$ cat src/rtl/arc4_pkg.sv
// Shared types and constants for the ARC4 decryption block.
package arc4_pkg;

  localparam int MEM_DEPTH = 256;
  localparam int KEY_LEN   = 3;

  localparam logic [6:0] HEX_BLANK = 7'h7F;

  typedef logic [7:0] byte_t;

  typedef enum logic [4:0] {
    IDLE,
    INIT,
    KSA_RD_I,
    KSA_WAIT_I,
    KSA_J,
    KSA_WAIT_J,
    KSA_WR_I,
    KSA_WR_J,
    PRGA_LEN_RD,
    PRGA_LEN_WAIT,
    PRGA_LEN,
    PRGA_RD_I,
    PRGA_WAIT_I,
    PRGA_J,
    PRGA_WAIT_J,
    PRGA_WR_I,
    PRGA_WR_J,
    PRGA_RD_PAD,
    PRGA_WAIT_PAD,
    PRGA_WR_PT,
    DONE
  } state_t;

  // Key byte selection: the 24-bit key is {14'b0, SW[9:0]}, big-endian bytes.
  function automatic byte_t key_byte(input logic [9:0] sw, input logic [1:0] idx);
    byte_t kb;
    case (idx)
      2'd0:    kb = 8'h00;
      2'd1:    kb = {6'b000000, sw[9:8]};
      2'd2:    kb = sw[7:0];
      default: kb = 8'h00;
    endcase
    return kb;
  endfunction

endpackage

$ cat src/rtl/arc4_ram256x8.sv
// Single-port synchronous 256x8 RAM with registered read data.
module arc4_ram256x8
  import arc4_pkg::*;
(
  input  logic  clk,
  input  byte_t address,
  input  byte_t data,
  input  logic  wren,
  output byte_t q
);

  byte_t mem [0:MEM_DEPTH-1];

  // Synchronous write and one-cycle registered read (read returns old data on a write).
  always_ff @(posedge clk) begin
    if (wren) begin
      mem[address] <= data;
    end
    q <= mem[address];
  end

endmodule

$ cat src/rtl/arc4_task3.sv
// ARC4 decryption top: builds the RC4 state in s, then decrypts the
// length-prefixed message in ct into pt, and raises LEDR[0] when finished.
module arc4_task3
  import arc4_pkg::*;
(
  input  logic       CLOCK_50,
  input  logic       rst,
  input  logic [3:0] KEY,
  input  logic [9:0] SW,
  output logic [6:0] HEX0,
  output logic [6:0] HEX1,
  output logic [6:0] HEX2,
  output logic [6:0] HEX3,
  output logic [6:0] HEX4,
  output logic [6:0] HEX5,
  output logic [9:0] LEDR
);

  state_t     state_r;
  byte_t      i_r;
  byte_t      j_r;
  byte_t      k_r;
  byte_t      len_r;
  byte_t      si_r;
  byte_t      sj_r;
  logic [1:0] kidx_r;
  logic       done_r;

  byte_t      s_addr_r;
  byte_t      s_wrdata_r;
  logic       s_wren_r;
  byte_t      s_q_s;

  byte_t      ct_addr_r;
  byte_t      ct_q_s;

  byte_t      pt_addr_r;
  byte_t      pt_wrdata_r;
  logic       pt_wren_r;
  byte_t      pt_q_s;

  byte_t      key_byte_s;
  logic       unused_s;

  // Push-buttons are reserved and pt is never read back by the block.
  assign unused_s = ^{KEY, pt_q_s};

  assign HEX0 = HEX_BLANK;
  assign HEX1 = HEX_BLANK;
  assign HEX2 = HEX_BLANK;
  assign HEX3 = HEX_BLANK;
  assign HEX4 = HEX_BLANK;
  assign HEX5 = HEX_BLANK;
  assign LEDR = {9'd0, done_r};

  // Select the key byte used by the current key-schedule step (i mod 3).
  always_comb begin
    key_byte_s = key_byte(SW, kidx_r);
  end

  arc4_ram256x8 s (
    .clk     (CLOCK_50),
    .address (s_addr_r),
    .data    (s_wrdata_r),
    .wren    (s_wren_r),
    .q       (s_q_s)
  );

  arc4_ram256x8 ct (
    .clk     (CLOCK_50),
    .address (ct_addr_r),
    .data    (8'h00),
    .wren    (1'b0),
    .q       (ct_q_s)
  );

  arc4_ram256x8 pt (
    .clk     (CLOCK_50),
    .address (pt_addr_r),
    .data    (pt_wrdata_r),
    .wren    (pt_wren_r),
    .q       (pt_q_s)
  );

  // Main sequencer: every memory read is issued, waited one cycle for the
  // RAM's registered output, and consumed in the following state.
  always_ff @(posedge CLOCK_50 or posedge rst) begin
    if (rst) begin
      state_r     <= IDLE;
      i_r         <= 8'd0;
      j_r         <= 8'd0;
      k_r         <= 8'd0;
      len_r       <= 8'd0;
      si_r        <= 8'd0;
      sj_r        <= 8'd0;
      kidx_r      <= 2'd0;
      done_r      <= 1'b0;
      s_addr_r    <= 8'd0;
      s_wrdata_r  <= 8'd0;
      s_wren_r    <= 1'b0;
      ct_addr_r   <= 8'd0;
      pt_addr_r   <= 8'd0;
      pt_wrdata_r <= 8'd0;
      pt_wren_r   <= 1'b0;
    end else begin
      case (state_r)
        IDLE: begin
          i_r       <= 8'd0;
          j_r       <= 8'd0;
          done_r    <= 1'b0;
          s_wren_r  <= 1'b0;
          pt_wren_r <= 1'b0;
          state_r   <= INIT;
        end
        INIT: begin
          s_addr_r   <= i_r;
          s_wrdata_r <= i_r;
          s_wren_r   <= 1'b1;
          i_r        <= i_r + 8'd1;
          if (i_r == 8'hFF) begin
            j_r     <= 8'd0;
            kidx_r  <= 2'd0;
            state_r <= KSA_RD_I;
          end
        end
        KSA_RD_I: begin
          s_wren_r <= 1'b0;
          s_addr_r <= i_r;
          state_r  <= KSA_WAIT_I;
        end
        KSA_WAIT_I: begin
          state_r <= KSA_J;
        end
        KSA_J: begin
          si_r     <= s_q_s;
          j_r      <= j_r + s_q_s + key_byte_s;
          s_addr_r <= j_r + s_q_s + key_byte_s;
          state_r  <= KSA_WAIT_J;
        end
        KSA_WAIT_J: begin
          state_r <= KSA_WR_I;
        end
        KSA_WR_I: begin
          sj_r       <= s_q_s;
          s_addr_r   <= i_r;
          s_wrdata_r <= s_q_s;
          s_wren_r   <= 1'b1;
          state_r    <= KSA_WR_J;
        end
        KSA_WR_J: begin
          // Second write of the swap lands after the first, so i==j is harmless.
          s_addr_r   <= j_r;
          s_wrdata_r <= si_r;
          s_wren_r   <= 1'b1;
          i_r        <= i_r + 8'd1;
          kidx_r     <= (kidx_r == 2'(KEY_LEN - 1)) ? 2'd0 : kidx_r + 2'd1;
          state_r    <= (i_r == 8'hFF) ? PRGA_LEN_RD : KSA_RD_I;
        end
        PRGA_LEN_RD: begin
          s_wren_r  <= 1'b0;
          i_r       <= 8'd0;
          j_r       <= 8'd0;
          ct_addr_r <= 8'd0;
          state_r   <= PRGA_LEN_WAIT;
        end
        PRGA_LEN_WAIT: begin
          state_r <= PRGA_LEN;
        end
        PRGA_LEN: begin
          len_r       <= ct_q_s;
          pt_addr_r   <= 8'd0;
          pt_wrdata_r <= ct_q_s;
          pt_wren_r   <= 1'b1;
          k_r         <= 8'd1;
          state_r     <= (ct_q_s == 8'd0) ? DONE : PRGA_RD_I;
        end
        PRGA_RD_I: begin
          pt_wren_r <= 1'b0;
          i_r       <= i_r + 8'd1;
          s_addr_r  <= i_r + 8'd1;
          state_r   <= PRGA_WAIT_I;
        end
        PRGA_WAIT_I: begin
          state_r <= PRGA_J;
        end
        PRGA_J: begin
          si_r     <= s_q_s;
          j_r      <= j_r + s_q_s;
          s_addr_r <= j_r + s_q_s;
          state_r  <= PRGA_WAIT_J;
        end
        PRGA_WAIT_J: begin
          state_r <= PRGA_WR_I;
        end
        PRGA_WR_I: begin
          sj_r       <= s_q_s;
          s_addr_r   <= i_r;
          s_wrdata_r <= s_q_s;
          s_wren_r   <= 1'b1;
          state_r    <= PRGA_WR_J;
        end
        PRGA_WR_J: begin
          s_addr_r   <= j_r;
          s_wrdata_r <= si_r;
          s_wren_r   <= 1'b1;
          state_r    <= PRGA_RD_PAD;
        end
        PRGA_RD_PAD: begin
          s_wren_r  <= 1'b0;
          s_addr_r  <= si_r + sj_r;
          ct_addr_r <= k_r;
          state_r   <= PRGA_WAIT_PAD;
        end
        PRGA_WAIT_PAD: begin
          state_r <= PRGA_WR_PT;
        end
        PRGA_WR_PT: begin
          pt_addr_r   <= k_r;
          pt_wrdata_r <= ct_q_s ^ s_q_s;
          pt_wren_r   <= 1'b1;
          k_r         <= k_r + 8'd1;
          state_r     <= (k_r == len_r) ? DONE : PRGA_RD_I;
        end
        DONE: begin
          s_wren_r  <= 1'b0;
          pt_wren_r <= 1'b0;
          done_r    <= 1'b1;
        end
        default: begin
          s_wren_r  <= 1'b0;
          pt_wren_r <= 1'b0;
          done_r    <= 1'b0;
          state_r   <= IDLE;
        end
      endcase
    end
  end

endmodule

$ cat config.mk
export PLATFORM = sky130hd
export DESIGN_NAME = arc4_task3
export DESIGN_NICKNAME = d
export VERILOG_FILES = /design/src/rtl/arc4_pkg.sv /design/src/rtl/arc4_ram256x8.sv /design/src/rtl/arc4_task3.sv
export SDC_FILE = /design/constraint.sdc
export NUM_CORES = 1
export LEC_CHECK = 0
export BUFFER_PORTS_ARGS = -buffer_cell sky130_fd_sc_hd__buf_2
export CORE_MARGIN = 2
export CORE_UTILIZATION = 44
export DETAILED_ROUTE_END_ITERATION = 8
export PLACE_DENSITY = 0.75
export SLEW_MARGIN = 10
export SYNTH_ARGS = -nofsm -noshare
export SYNTH_HDL_FRONTEND = slang
export SYNTH_SLANG_ARGS = --single-unit
$ cat constraint.sdc
create_clock -name CLOCK_50 -period 1.9 [get_ports CLOCK_50]
set_input_delay 0.285 -clock CLOCK_50 [delete_from_list [all_inputs] [get_ports CLOCK_50]]
set_output_delay 0.285 -clock CLOCK_50 [all_outputs]
set_load 0.02 [all_outputs]
## Yosys cells after proc, flatten, opt, wreduce, memory -nomap -nowiden

Cells that the tools add are included.

| word-level totals | value |
|---|---|
| flip-flop bits (word level) | 38 |
| input port bits | 16 |

| cells by class | value |
|---|---|
| add/sub/neg operators | 2 |
| eq/ne operators | 23 |
| muxes and demuxes | 8 |
| bitwise operators | 1 |
| reduce and logical (&&, ||, !) cells | 8 |

Operators by type and width:

| operator | count |
|---|---|
| case mux 5 bit (21 select lines) | 1 |
| == test 5 x 4 -> 1 bit (second input constant) | 8 |
| case mux 8 bit (2 select lines) | 2 |
| == test 5 bit (second input constant) | 5 |
| == test 5 x 3 -> 1 bit (second input constant) | 4 |
| OR reduction 19 bit | 1 |
| adder 8 x 1 -> 8 bit (second input constant) | 2 |
| 2-to-1 mux 5 bit | 3 |
| == test 5 x 2 -> 1 bit (second input constant) | 2 |
| == test 8 bit | 1 |
| == test 8 bit (second input constant) | 1 |
| zero test 8 bit | 1 |
| == test 5 x 1 -> 1 bit (second input constant) | 1 |
| zero test 5 bit | 1 |
| 2-to-1 mux 4 bit | 1 |
| nonzero test 2 bit | 2 |
| OR reduction 3 bit | 1 |
| inequality test 2 bit (second input constant) | 1 |
| case mux 1 bit (2 select lines) | 1 |
| AND reduction 2 bit | 1 |
| OR reduction 2 bit | 1 |
| inverter 1 bit | 1 |

## Logic depth before layout (Yosys ltp)

| logic depth | value |
|---|---|
| word-level depth | 3 |
| gate-level depth with buffers | 6 |
| mapped depth without buffers | 6 |

## Modules after synthesis

From an unflattened synthesis, not the netlist that was laid out.

| second synthesis, totals | value |
|---|---|
| cells, all modules | 3,802 |
| area, all modules | 80,916.4 um^2 |

Modules (own cells, without submodules):

| module | instances | cells an instance | area each (um^2) | sequential area each (um^2) |
|---|---|---|---|---|
| arc4_ram256x8 | 1 | 3,547 | 78,492.8 | 61,659.1 |
| arc4_task3 | 1 | 255 | 2,423.6 | 950.9 |

## Least setup slack after synthesis

No wires, ideal clock.

| timing path | value |
|---|---|
| path type | reg-to-reg |
| start | register k_r[0] |
| end | register state_r[1] |
| setup time | 123 ps |
| arrival time | 1,620 ps |
| required time | 1,777 ps |
| path slack | 157 ps |
| stages on the path, launching flop included | 7 |
| path buffers | 0 |
| clock period less this slack | 1,743 ps |
| cell sequence | dfrtp_1 -> inv_1 -> ha_1 -> or4b_4 -> nor4_4 -> o221ai_1 -> o221a_1 |

| on the way | value |
|---|---|
| longest elaborated chain between the ends | 3 |

RTL lines:

| element | line | RTL |
|---|---|---|
| start: declaration | arc4_task3.sv:22 | `byte_t k_r;` |
| start signal: assignment | arc4_task3.sv:221 | `k_r <= k_r + 8'd1;` |
| == test 8 bit | arc4_task3.sv:222 | `state_r <= (k_r == len_r) ? DONE : PRGA_RD_I;` |
| 2-to-1 mux 5 bit | arc4_task3.sv:222 |  |
| case mux 5 bit (21 select lines) | arc4_task3.sv:106 | `case (state_r)` |
| end signal: assignment | arc4_task3.sv:157 | `state_r <= (i_r == 8'hFF) ? PRGA_LEN_RD : KSA_RD_I;` |
| end signal: assignment | arc4_task3.sv:175 | `state_r <= (ct_q_s == 8'd0) ? DONE : PRGA_RD_I;` |
| end signal: assignment | arc4_task3.sv:222 |  |
| end: declaration | arc4_task3.sv:19 | `state_t state_r;` |

No other way between the ends.
A chain may end at the register's enable or synchronous reset.

## Worst setup path after layout

Same ends and word-level chain as after synthesis.

==> results.json <==
{
  "root_buffer": "clkbuf_8",
  "synth_edf_count": 0,
  "tns_ns": 0,
  "drc": 0,
  "drtIter0Drc": 95,
  "synthCells": 199,
  "peakVddDrop_mv": 0.436,
  "finClkSkew_ns": 0.00344,
  "syn-cell-area_sq_mm": 0.00175,
  "die_h_um": 67.1,
  "final_area_sq_mm": 0.00178,
  "grt_max_degree": 23,
  "io_buffers": 2,
  "synth_mux_area_frac": 0.0421,
  "power_density_mw_per_mm2": 477,
  "worst_ep_required_time_ns": 2.05,
  "vias": 1245,
  "overflow": 0,
  "instances_no_fill": 263,
  "synth_seq_area_share": 0.314,
  "drive_gt1_frac": 0.163,
  "synth_top_family_by_area": "buffers and inverters",
  "hold_viol_final": 0,
  "synthDistinctLibCells": 42,
  "first_global_vias": 1176,
  "setup_viol": 0,
  "avgSynthCellArea_sq_um": 8.81,
  "cts.sinks": 22,
  "synthArstFlopShare": 1.00,
  "dp.cells": 258,
  "grt_pass1_wl_um": 5420,
  "clockBufferDepth": 2,
  "die_x_um": 67.1,
  "globalplace.congestion": 0.825,
  "p_seq_frac": 0.550,
  "worst-path-max-fanout": 3,
  "yosys.area_share.xor_xnor": 0.0300,
  "drt_wl_total_um": 2920,
  "initial_core_util": 0.469,
  "vias_per_cell": 4.73,
  "tightest_slew_ns": 0.754,
  "leakagePower_nw": 0.854,
  "synth-simple-area-share": 0.197,
  "slew_headroom": 0.495,
  "n_antenna_cell": 0,
  "synthAdderAreaFrac": 0.0214,
  "p_int_mw": 0.611,
  "firstDrtPassIters": 4,
  "p_clk_frac": 0.331,
  "nets": 236,
  "dpl_cell_area_sq_mm": 0.00172,
  "fp.coreArea_sq_mm": 0.00374,
  "synth_compound_area_frac": 0.142,
  "ys_warn_count": 0,
  "die_area_sq_mm": 0.00451,
  "cts_tree": "yes",
  "clock_latency_ns": 0.26,
  "layout_min_cycle_time_ns": 1.88,
  "period_share": 0.988,
  "max_freq_ghz": 0.533,
  "wl_per_cell_um": 11.1,
  "io_pins": 68,
  "comb_power_share": 0.119,
  "maxCapViolations": 0,
  "power_mw": 0.850,
  "crit_arrival_ns": 2.03,
  "status": "complete, no violations",
  "cts.reportedPaths.clkPinSlew_ns": 0.08,
  "rsz0062_at_grt": "true",
  "critPathKind": "reg2reg",
  "p_sw_frac": 0.281,
  "synth_seq_cells": 22,
  "grt.total_usage": 0.155,
  "hold_class": "in2async",
  "critPathCaptureType": "flip-flop",
  "final_max_slew_viol_count": 0,
  "htree_num_levels": 1,
  "grt_antenna_before_repair": 0,
  "ant_nets": 0,
  "rows": 22,
  "ys.flop_type": "dfrtp_1",
  "p_switching_mw": 0.239,
  "dpl.hpwl_um": 2260,
  "crit_path_start_kind": "flip-flop",
  "cts_made_buffers": 3,
  "areaGrowthSynthToFinish_pct": 1.64
}
==> worst max-delay path: stages, from the launching register on <==
cell	delay (ns)
dfrtp_1	0.39
inv_2	0.07
ha_2	0.16
or4b_4	0.48
nor4_4	0.20
buf_4	0.16
o221ai_1	0.10
o221a_1	0.21
==> final timing paths <==
path,startpoint,endpoint,slack [ns],depth (start not counted)
min in group CLOCK_50,k_r[6],k_r[6],0.52,1
worst max-delay path,k_r[0],state_r[1],0.02,7
worst min-delay path,rst,k_r[2],0.05,3
max in group asynchronous,rst,state_r[3],1.63,3
worst min register to register,k_r[6],k_r[6],0.52,1
worst max register to register,k_r[0],state_r[1],0.02,7
==> repair_timing <==
action | in CTS | in global routing
endpoints found under the setup margin | 0 | 2
hold buffers | 0 | 0
gates resized for setup | 0 | 3
hold endpoints to repair | 0 | 0
buffers inserted | 0 | 2
==> cell usage in the layout, fill, tap and decap left out, types with 2 or more instances in the layout <==
cell type | synthesis | layout
o21ai_0 | 5 | 5
a21o_1 | 2 | 2
a211o_1 | 3 | 3
nand3_1 | 9 | 9
a22o_1 | 4 | 4
o31ai_1 | 2 | 2
conb_1 | 2 | 51
xnor2_1 | 3 | 3
or3_1 | 2 | 2
ha_1 | 3 | 2
buf_2 | 5 | 2
o221ai_1 | 2 | 2
inv_1 | 6 | 5
mux2i_1 | 4 | 4
mux2_2 | 3 | 3
xor2_1 | 3 | 3
clkbuf_8 | 0 | 3
nor3_1 | 7 | 7
nand2b_1 | 5 | 5
nand2_1 | 13 | 13
nand4_1 | 2 | 2
a21oi_1 | 10 | 9
buf_4 | 52 | 19
and3_1 | 2 | 2
nor2_1 | 11 | 11
dfrtp_1 | 22 | 22
==> routing by layer <==
layer	up-vias	routed length, um	GRT usage
met5	-	0	0
li1	629	-	-
met3	2	137	0.0367
met2	37	1380	0.250
met1	577	1390	0.211
met4	0	14	0.0383
==> power by group through the flow <==
| stage | combinational, mW | sequential [mW] | clock, mW |
|---|---|---|---|
| 2_1_floorplan | 0.175 | 0.477 | 0 |
| 3_3_place_gp | 0.0996 | 0.477 | 0 |
| 3_5_place_dp | 0.0996 | 0.477 | 0 |
| 4_1_cts | 0.0997 | 0.468 | 0.291 |
| 5_1_grt | 0.111 | 0.468 | 0.308 |
| 6_report | 0.101 | 0.468 | 0.281 |
==> registers in the layout, summed over array words and instances, names as in the netlist <==
| register | cells |
|---|---|
| i_r | 8 |
| state_r | 5 |
| k_r | 8 |
| done_r | 1 |
==> final cells by class <==
cell class	count	area, sq um
tap	48	60.1
multi-input combinational	163	956
timing repair buffer	21	153
inverter	6	22.5
sequential	22	551
fill	391	1960
clock buffer	3	41.3
==> stage by stage <==
| step | util | hold WS [ns] | setup WS [ns] |
|---|---|---|---|
| 2_1_floorplan | - | 0.274 | 0.157 |
| 3_3_place_gp | 0.460 | 0.341 | 0.104 |
| 3_5_place_dp | 0.460 | 0.339 | 0.0733 |
| 4_1_cts | 0.471 | 0.0575 | 0.0582 |
| 5_1_grt | 0.476 | 0.0988 | -0.0504 |
| 6_report | 0.476 | 0.0486 | 0.0231 |
==> logic make-up (layout without fill, tap and decap cells) <==
kind of cell	after synthesis	in the layout
AO/OA/AOI/OAI	36	36
flip-flops	22	22
AND/OR/NAND/NOR	60	60
other	2	51
XOR/XNOR	6	6
multiplexers	7	7
adder cells (fa/ha/maj)	3	3
buffers and inverters	63	30
==> synthesized netlist by cell type (all sizes together) (4+ instances only) <==
cell / instances / area (sq um)
a21oi: 10 / 50.1
a22o: 4 / 35.0
buf: 57 / 415
dfrtp: 22 / 551
inv: 6 / 22.5
mux2i: 4 / 40.0
nand2: 13 / 48.8
nand2b: 5 / 31.3
nand3: 9 / 45.0
nor2: 11 / 41.3
nor3: 7 / 35.0
o21ai: 6 / 30.0
No activity file was read; power rests on OpenSTA's default activity.
